File: src/rtl/eer_rl_pkg.sv
// Shared definitions for the heartbeat packet transmitter.
// Holds the packet length, the word-index constants that name each packet word,
// the default heartbeat type code and the transmitter FSM state encoding.
package eer_rl_pkg;

  localparam int PKT_LEN = 6;

  localparam logic [2:0] W_TYPE   = 3'd0;
  localparam logic [2:0] W_ID     = 3'd1;
  localparam logic [2:0] W_HOPS   = 3'd2;
  localparam logic [2:0] W_Q      = 3'd3;
  localparam logic [2:0] W_ENERGY = 3'd4;
  localparam logic [2:0] W_CSUM   = 3'(PKT_LEN - 1);

  localparam logic [3:0] HB_TYPE_DEF = 4'h1;

  typedef enum logic [1:0] {
    ST_IDLE = 2'd0,
    ST_SEND = 2'd1,
    ST_DONE = 2'd2
  } state_t;

endpackage

File: src/rtl/hb_packet_tx.sv
// Heartbeat packet transmitter.
// On a single-cycle en_HBT request in IDLE, snapshots the node's payload and
// streams a 6-word packet over a valid/ready interface:
//   W0 = {role, low_E, 10'b0, HB_TYPE}, W1 = myNodeID, W2 = hopsFromSink,
//   W3 = myQValue, W4 = energy, W5 = XOR of W0..W4.
// Ports:
//   clk, nrst        : clock, synchronous active-low reset
//   en_HBT           : request to send one packet (ignored unless idle)
//   myNodeID, hopsFromSink, myQValue, energy, role, low_E : payload inputs
//   tx_ready         : downstream accepts the current word
//   tx_data/valid/last : outgoing word stream
//   busy             : packet words are being presented
//   done             : one-cycle pulse after the last word is accepted
module hb_packet_tx
  import eer_rl_pkg::*;
#(
  parameter logic [3:0] HB_TYPE = HB_TYPE_DEF
) (
  input  logic        clk,
  input  logic        nrst,
  input  logic        en_HBT,
  input  logic [15:0] myNodeID,
  input  logic [15:0] hopsFromSink,
  input  logic [15:0] myQValue,
  input  logic [15:0] energy,
  input  logic        role,
  input  logic        low_E,
  input  logic        tx_ready,
  output logic [15:0] tx_data,
  output logic        tx_valid,
  output logic        tx_last,
  output logic        busy,
  output logic        done
);

  state_t      state_q, state_d;
  logic [2:0]  idx_q, idx_d;
  logic        latch;

  logic [15:0] w0_q, id_q, hops_q, qv_q, energy_q, csum_q;
  logic [15:0] w0_new;

  assign w0_new = {role, low_E, 10'b0, HB_TYPE};

  always_ff @(posedge clk) begin
    if (!nrst) begin
      state_q  <= ST_IDLE;
      idx_q    <= '0;
      w0_q     <= '0;
      id_q     <= '0;
      hops_q   <= '0;
      qv_q     <= '0;
      energy_q <= '0;
      csum_q   <= '0;
    end else begin
      state_q <= state_d;
      idx_q   <= idx_d;
      if (latch) begin
        w0_q     <= w0_new;
        id_q     <= myNodeID;
        hops_q   <= hopsFromSink;
        qv_q     <= myQValue;
        energy_q <= energy;
        // Checksum formed from exactly the values being captured, so it
        // always matches the words that will be sent.
        csum_q   <= w0_new ^ myNodeID ^ hopsFromSink ^ myQValue ^ energy;
      end
    end
  end

  always_comb begin
    state_d = state_q;
    idx_d   = idx_q;
    latch   = 1'b0;
    case (state_q)
      ST_IDLE: begin
        if (en_HBT) begin
          state_d = ST_SEND;
          idx_d   = W_TYPE;
          latch   = 1'b1;
        end
      end
      ST_SEND: begin
        // Indices 6 and 7 cannot be reached; recover to IDLE if ever seen.
        if (idx_q > W_CSUM) begin
          state_d = ST_IDLE;
          idx_d   = '0;
        end else if (tx_ready) begin
          if (idx_q == W_CSUM) begin
            state_d = ST_DONE;
            idx_d   = '0;
          end else begin
            idx_d = idx_q + 3'd1;
          end
        end
      end
      ST_DONE: begin
        state_d = ST_IDLE;
      end
      default: begin
        state_d = ST_IDLE;
        idx_d   = '0;
      end
    endcase
  end

  always_comb begin
    tx_data  = '0;
    tx_valid = 1'b0;
    tx_last  = 1'b0;
    busy     = 1'b0;
    done     = (state_q == ST_DONE);
    if (state_q == ST_SEND && idx_q <= W_CSUM) begin
      tx_valid = 1'b1;
      busy     = 1'b1;
      tx_last  = (idx_q == W_CSUM);
      case (idx_q)
        W_TYPE:   tx_data = w0_q;
        W_ID:     tx_data = id_q;
        W_HOPS:   tx_data = hops_q;
        W_Q:      tx_data = qv_q;
        W_ENERGY: tx_data = energy_q;
        W_CSUM:   tx_data = csum_q;
        default:  tx_data = '0;
      endcase
    end
  end

endmodule

File: config.mk
export PLATFORM = sky130hd
export DESIGN_NAME = hb_packet_tx
export DESIGN_NICKNAME = d
export VERILOG_FILES = /design/src/rtl/eer_rl_pkg.sv /design/src/rtl/hb_packet_tx.sv
export SDC_FILE = /design/constraint.sdc
export NUM_CORES = 1
export LEC_CHECK = 0
export CELL_PAD_IN_SITES_DETAIL_PLACEMENT = 1
export CELL_PAD_IN_SITES_GLOBAL_PLACEMENT = 1
export CORE_MARGIN = 2
export CORE_UTILIZATION = 45
export DETAILED_ROUTE_END_ITERATION = 16
export DONT_BUFFER_PORTS = 1
export HOLD_SLACK_MARGIN = 0.1
export PLACE_DENSITY = 0.78
export SLEW_MARGIN = 15
export SYNTH_ARGS = -nofsm -noshare
export SYNTH_HDL_FRONTEND = slang
export SYNTH_SLANG_ARGS = --single-unit
File: constraint.sdc
create_clock -name clk -period 6 [get_ports clk]
set_input_delay 1.8 -clock clk [delete_from_list [all_inputs] [get_ports clk]]
set_output_delay 1.8 -clock clk [all_outputs]
set_load 0.01 [all_outputs]
After elaboration in Yosys (flattened, before gate mapping):

Index checks and enable logic that the tools add are counted.

* register bits after elaboration: 88
* memories kept: 0
* memory bits (writable): 0
* bits in latches: 0
* bits in read-only memories: 0

* bitwise gates (word level): 5
* $lt $le $gt $ge: 2
* add/sub/neg operators: 1
* multiplexer cells: 16
* multipliers: 0
* div/mod/pow operators: 0
* shift-type cells: 0
* equality and inequality tests: 10
* reductions and logical operators: 5

Operator list (number)
* one-hot mux 16 bit (6 select lines): 1
* bitwise XOR 16 bit: 4
* 2-to-1 mux 16 bit: 1
* 2-to-1 mux 3 bit: 4
* one-hot mux 3 bit (3 select lines): 1
* 2-to-1 mux 2 bit: 4
* equality test 3 x 2 -> 1 bit, second input constant: 2
* equality test 3 bit, second input constant: 2
* != test 3 bit, second input constant: 2
* AND reduction 3 bit: 2
* 2-to-1 mux 1 bit: 4
* one-hot mux 2 bit (2 select lines): 1
* adder 3 x 1 -> 3 bit, second input constant: 1
* equality test 3 x 1 -> 1 bit, second input constant: 1
* > comparator 3 bit, second input constant: 1
* <= comparator 3 bit, second input constant: 1
* logical NOT 3 bit: 1
* equality test 2 x 1 -> 1 bit, second input constant: 1
* equality test 2 bit, second input constant: 1
* logical NOT 2 bit: 1
* != test 2 bit, second input constant: 1
* logical AND 1 bit: 1
* NOT 1 bit: 1

Longest topological paths before layout:

Gate-level depths: netlist of run 1.

* depth in word-level cells: 5
* mapped depth: 8
* gate-level depth less buffers: 5

Least setup slack after synthesis of run 1:

Ideal clock, no wire load.

* path type: flip-flop to output port
* start point: reg idx_q[2]
* end point: out tx_data[10]
* cell stages (with the launch flop): 9
* data required time: 4.200 ns
* slack: 2.326 ns
* arrival time: 1.874 ns
* path buffers: 3
* cell sequence: dfxtp_1 clkbuf_1 clkbuf_1 inv_1 ha_1 clkbuf_1 a222oi_1 o21a_1 nor2_1

* word-level cells in the longest chain between the ends: 3

Ends and longest elaborated chain
* from (decl): RTL line hb_packet_tx.sv:37 `logic [2:0] idx_q, idx_d;`
* from (signal assigned): RTL line hb_packet_tx.sv:57 `idx_q <= idx_d;`
* equality test 3 bit, or another cell as far along: RTL line hb_packet_tx.sv:117 `case (idx_q)`
* one-hot mux 16 bit (6 select lines) / logical AND 1 bit (equally long branches): RTL line hb_packet_tx.sv:117, hb_packet_tx.sv:113
* 2-to-1 mux 16 bit (*): RTL line hb_packet_tx.sv:113 `if (state_q == ST_SEND && idx_q <= W_CSUM) begin`
* to (decl): RTL line hb_packet_tx.sv:29 `output logic [15:0] tx_data,`

Every way passes the cells marked *; elsewhere a longest branch is shown, timed or not.

Worst setup path in the final report of run 1:

* start point: reg idx_q[2]
* end point: out tx_data[3]

The elaborated chain is that of the path after synthesis.

==> results of run 1 <==
==> logic make-up after synthesis <==
kind of cell,count (synthesis),share of synthesized area (%)
AOI/OAI and AO/OA,138,25.5
DFF,88,40.6
muxes,5,1.24
adders and majority gates,1,0.289
and+or+nand+nor,190,17.8
buffers and inverters,44,4.21
xor gates and xnor gates,48,10.3
==> per-layer routing <==
metal / vias up / wire length, um
met2: 78 / 5380
met1: 1720 / 4910
met3: 2 / 713
met4: 0 / 29
met5: - / 0
li1: 1688 / -
==> registers in the layout (all words and copies together), names as in the netlist <==
signal / flops
state_q: 2
energy_q: 16
w0_q: 3
idx_q: 3
qv_q: 16
csum_q: 16
hops_q: 16
id_q: 16
==> metrics by stage <==
stage	std cells	area (um^2)
after floorplan	514	4340
after CTS	621	4580
after global placement	605	4370
after global routing	621	4580
final	621	4580
after detailed placement	605	4370
==> cells in the mapped netlist, types with 2 or more instances <==
master       n
nor3b_1      2
a21boi_1     2
mux2i_1      2
nand2_1    157
o2bb2ai_1    3
dfxtp_1     88
xor2_1       2
a22oi_1     13
inv_1        3
nor2_1      16
nor2b_1      5
o21a_1      14
and2_1       2
buf_2       11
xnor2_1     44
clkbuf_1    29
a21oi_1      2
a21boi_0    70
mux2_2       3
o211a_1     13
a222oi_1    15
xnor3_1      2
a21o_1       2
==> power by group through the flow <==
stage | clock network, mW | logic (mW) | registers [mW]
floorplan | 0 | 0.134 | 0.652
global placement | 0 | 0.147 | 0.658
detailed placement | 0 | 0.154 | 0.661
CTS | 0.458 | 0.155 | 0.647
global route | 0.485 | 0.173 | 0.652
finish | 0.448 | 0.152 | 0.647
==> layout make-up <==
type                    count  area, um^2  share of cell area (%)
multi-input cells         382        2410                    52.6
flip-flops and latches     88        1760                    38.5
well taps                 129         161                    3.52
clock buffers              11         131                    2.87
clock inverters             5        81.3                    1.78
repair buffers              3        22.5                   0.492
inverters                   3        11.3                   0.246
==> worst register-to-register path: cells and delay by family (launching register included) <==
kind | cells | cell delay [ps]
buffers and inverters | 1 | 330
and+or+nand+nor | 1 | 290
AOI/OAI and AO/OA | 1 | 730
DFF | 1 | 970
==> worst min path at each step <==
stage	cells past startpoint	endpoint	slack, ps	from
finish	2	hops_q[7]	460	hops_q[7]
CTS	2	hops_q[7]	470	hops_q[7]
floorplan	1	w0_q[0]	430	w0_q[0]
global placement	1	w0_q[0]	440	w0_q[0]
global route	2	hops_q[7]	490	hops_q[7]
detailed placement	2	hops_q[7]	460	hops_q[7]
==> key figures, run 1 <==
Floorplan
  – Die H: 102 um
  – Starting density of the core: 46.7%
  – Total I/O pin count: 90
  – Die X: 102 um
  – FP Rows: 35
  – Core area: 9280 um^2
  – Die area: 10400 um^2

Global route
  – GR Util met3: 5.27%
  – Initial antenna violation count: 0
  – Grt met2 use: 37.0%
  – Global-route wire length before repair: 17800 um
  – Tot GR Track Use: 21.7%
  – GRT met1 Usage: 27.6%
  – Total gr overflow: 0
  – Largest net degree at the start of global routing: 89
  – GRT busiest layer: met2
  – Vias in the first global route: 3721

Detailed routing
  – Detailed Route WL: 11000 um
  – Post-route ant nets: 0
  – Initial DRC count: 168
  – DRC Markers: 0
  – DR vias/cell: 5.62
  – 1st-pass router iterations: 4
  – Wire per inst: 17.8 um
  – Vias: 3488

Clock tree
  – Postcts setup bufs: 0
  – Deepest clock path buffer count: 2
  – H-Tree Depth: 3
  – CTS Buf Count: 9
  – CTS sink cnt: 88
  – Root Buffer: clkbuf_8
  – Clk_lat worst skew: 350 ps
  – CTS tree: done
  – Cells resized by post-CTS repair: 0
  – Hold_buf cts: 0
  – Reg clk slew, reported paths: 80 ps

Outcome
  – Status: completed

Timing
  – Worst Max-Slew Pin Slew: 1080 ps
  – Fmax achieved: 213 MHz
  – Relative slew slack: 28.0%
  – Hold Worst Slack: 464 ps
  – TNS Setup: 0 ps
  – Post-layout min period: 4710 ps
  – Fin. Hold Viols: 0
  – Clock Skews: 15.4 ps
  – Worst Setup Slack, final: 1290 ps
  – RSZ-0062 raised after global routing: no
  – Post-route clock period utilization: 78.4%
  – Endpoints failing setup: 0
  – Fin. max-slew vios: 0

Critical path
  – CP max stage cell: nor3b_2
  – Instance count on the critical path: 4
  – Delay-heaviest family, CP: simple AND/OR/NAND/NOR gates
  – Largest stage delay, worst path: 1000 ps
  – Critical Path Start Type: flop
  – Kind of critical path: flop to output port
  – CP bufs+invs: 0
  – Setup crit start: idx_q[2]
  – CP endpoint: tx_data[3]
  – R2R depth: 3
  – Endpoint type of the worst setup path: output port
  – R2r endpoint: state_q[1]
  – Critical R2R Launch: idx_q[2]
  – Setup slack, reg-to-reg: 3580 ps
  – Critical path cell sequence: nor3b_2, a222oi_1, o21a_1, nor2_1
  – CP required: 4200 ps
  – Arrival @ worst endpoint: 2910 ps
  – CP Max Fanout: 25

Power
  – Design Power: 1.25 mW
  – Internal: 0.930 mW
  – P_leak: 1.66 nW
  – PD cells: 272 nW/um^2
  – Sw power: 0.317 mW
  – Comb pwr share: 12.2%
  – Flop pwr share: 51.9%
  – Clock Power Share: 35.9%
  – Sw Ratio: 25.4%
  – VDD IR max: 0.129 mV

Final layout
  – ANT cells: 0
  – Share of post-route cells with drive strength above 1: 5.08%
  – Fillers: 1138
  – Most frequent cells in the layout: 156 x nand2_1, 88 x dfxtp_1, 70 x a21boi_0
  – Fin nets: 558
  – Layout area overhead: 5.63%
  – Most common cell after layout, fill and taps aside: nand2_1
  – Core Util, Final: 49.3%

Yosys
  – Mean area per synthesized cell: 8.43 um^2
  – Synth warnings: 0
  – Cells after Synth: 514
  – Flops & latches, synth: 88
  – Register area share after synthesis: 40.6%
  – Mapped Area: 4340 um^2
  – Syn_nets: 585
  – Top FF cell, synth: dfxtp_1
  – Ys async rst share: 0%
  – Area leader, netlist: dfxtp_1
  – Yosys top cell area share: 40.6%
  – Post-synth EDFFs: 0
  – Synth top area cells: dfxtp_1 41%, nand2_1 14%, a21boi_0 12%, xnor2_1 8.9%, a222oi_1 3.5%
  – Synth cell types: 37

Hold path
  – Worst Hold Class: flop to flop

Place
  – Final GP Congestion: 0.697
  – Hpwl dp: 7140 um
  – Dpl ws: 1640 ps
  – Port Buffers: 0

Flow run
  – MaxCap Viol Count: 0
Note: power is estimated with default switching activity, not from simulation.
==> run 2: changes to the inputs <==
Settings changed: CORE_UTILIZATION 45 to 42, PLACE_DENSITY 0.78 to 0.77.
Clock period 6 ns to 4.3 ns, I/O delays scaled along.
==> run 2 against run 1 <==
  * Worst setup slack got worse by 690 ps
  * Sequential power up 40%
  * Clock-buffer cell count decreased by 1
  * Sequential share of layout area shrank 0.43 points
  * Cell area increased by 1.1%
  * Highest routed layer unchanged
==> key figures, run 2 (synthesized netlist as in run 1, its figures left out) <==
Detailed routing
  – Detailed Route WL: 11200 um (+1.1%)
  – DRC Markers: 0 (unchanged)
  – Initial DRC count: 162 (-3.6%)
  – Wire per inst: 17.7 um (-0.49%)
  – DR vias/cell: 5.53 (-1.5%)
  – 1st-pass router iterations: 4 (unchanged)
  – Vias: 3490 (+0.057%)
  – Post-route ant nets: 0 (unchanged)

Global route
  – Total gr overflow: 0 (unchanged)
  – Global-route wire length before repair: 18000 um (+0.85%)
  – Largest net degree at the start of global routing: 99 (+11%)
  – Vias in the first global route: 3547 (-4.7%)
  – Initial antenna violation count: 0 (unchanged)
  – Tot GR Track Use: 20.4% (-1.3 points)

Floorplan
  – FP Rows: 37 (+5.7%)
  – Core area: 10200 um^2 (+9.7%)
  – Die X: 106 um (+3.4%)
  – Starting density of the core: 42.6% (-4.1 points)
  – Die area: 11200 um^2 (+6.9%)
  – Die H: 106 um (+3.4%)
  – Total I/O pin count: 90 (unchanged)

Timing
  – Post-layout min period: 3690 ps
  – TNS Setup: 0 ps (unchanged)
  – Relative slew slack: 42.0% (+14 points)
  – Clock Skews: 7.24 ps (-8.12 ps)
  – Post-route clock period utilization: 85.8%
  – Fin. Hold Viols: 0 (unchanged)
  – Endpoints failing setup: 0 (unchanged)
  – RSZ-0062 raised after global routing: no
  – Fmax achieved: 271 MHz
  – Worst Max-Slew Pin Slew: 866 ps (-210 ps)
  – Fin. max-slew vios: 0 (unchanged)

Critical path
  – Arrival @ worst endpoint: 2400 ps (-510 ps)
  – Critical Path Start Type: flop
  – Critical path cell sequence: nor2b_2, a22oi_1, o21a_1, nor2_1
  – Largest stage delay, worst path: 810 ps (-190 ps)
  – CP Max Fanout: 15 (-40%)
  – Critical R2R Launch: idx_q[1]
  – Setup crit start: idx_q[1]
  – CP max stage cell: nor2b_2
  – CP bufs+invs: 0 (unchanged)
  – Delay-heaviest family, CP: simple AND/OR/NAND/NOR gates
  – Kind of critical path: flop to output port
  – Endpoint type of the worst setup path: output port
  – CP required: 3010 ps (-1190 ps)

Clock tree
  – Cells resized by post-CTS repair: 0 (unchanged)
  – CTS tree: done
  – Postcts setup bufs: 0 (unchanged)
  – Clk_lat worst skew: 360 ps (about the same)
  – H-Tree Depth: 3 (unchanged)
  – Root Buffer: clkbuf_8
  – Reg clk slew, reported paths: 90 ps (about the same)
  – CTS sink cnt: 88 (unchanged)
  – Deepest clock path buffer count: 2 (unchanged)
  – CTS Buf Count: 9 (unchanged)
  – Hold_buf cts: 0 (unchanged)

Place
  – Final GP Congestion: 0.760 (+9.0%)
  – Hpwl dp: 7230 um (+1.2%)
  – Port Buffers: 0 (unchanged)

Hold path
  – HP Start: csum_q[15]
  – Worst Hold Class: flop to flop

Final layout
  – Most common cell after layout, fill and taps aside: nand2_1
  – Share of post-route cells with drive strength above 1: 6.06% (+0.98 points)
  – Fin nets: 561 (+0.54%)
  – Most frequent cells in the layout: 156 x nand2_1, 88 x dfxtp_1, 70 x a21boi_0
  – Layout area overhead: 6.81%
  – ANT cells: 0 (unchanged)

Power
  – Design Power: 1.75 mW (+40%)
  – P_leak: 1.69 nW (+1.8%)
  – VDD IR max: 0.205 mV (+59%)
  – PD cells: 378 nW/um^2 (+39%)

Flow run
  – MaxCap Viol Count: 0 (unchanged)

Outcome
  – Status: completed
==> run 2: changes by cell type in the layout (fill, tap and decap cells not counted), sizes merged <==
cell / before / now
clkbuf: 11 / 10
buf: 3 / 6
clkinv: 2 / 3
==> run 2: final timing paths <==
path / to / slack [ps] / depth (start not counted)
worst max-delay path: tx_data[6] / 610 / 4
worst min-delay path: csum_q[15] / 470 / 2
worst max register to register: state_q[1] / 2220 / 3
worst min register to register: csum_q[15] / 470 / 2
==> run 2: worst min-delay path, stage by stage (launching register included) <==
cell and delay [ps]:
dfxtp_1 320, nand2_1 50, a21boi_0 60
==> run 2: cell type report <==
type / count / area (um^2)
Clock inverter: 6 / 82.6
Inverter: 3 / 11.3
Clock buffer: 10 / 138
Multi-Input combinational cell: 382 / 2410
Timing Repair Buffer: 6 / 57.6
Fill cell: 1224 / 5550
Sequential cell: 88 / 1760
Tap cell: 136 / 170
==> run 2: where the power goes <==
part | internal (mW) | switching (mW) | leakage [nW]
combinational | 0.101 | 0.111 | 0.851
sequential | 0.870 | 0.0330 | 0.724
clock | 0.340 | 0.295 | 0.112
total | 1.31 | 0.438 | 1.69
==> run 2: layer usage <==
metal,vias to the layer above,track usage (%),part of all wire [%]
met2,80,32.8,47
met4,0,8.27,2.0
li1,1701,-,-
met3,17,4.02,4.8
met1,1692,26.8,46
met5,-,0,0
==> run 2: stage by stage <==
stage	cells	util (%)	hold WS (ps)	cell area, um^2	setup WS [ps]
detailed placement	615	43.3	451	4410	977
global route	631	45.5	484	4630	429
finish	631	45.5	466	4630	610
CTS	631	45.5	471	4630	586
floorplan	514	-	433	4340	1140
global placement	615	43.3	443	4410	1030
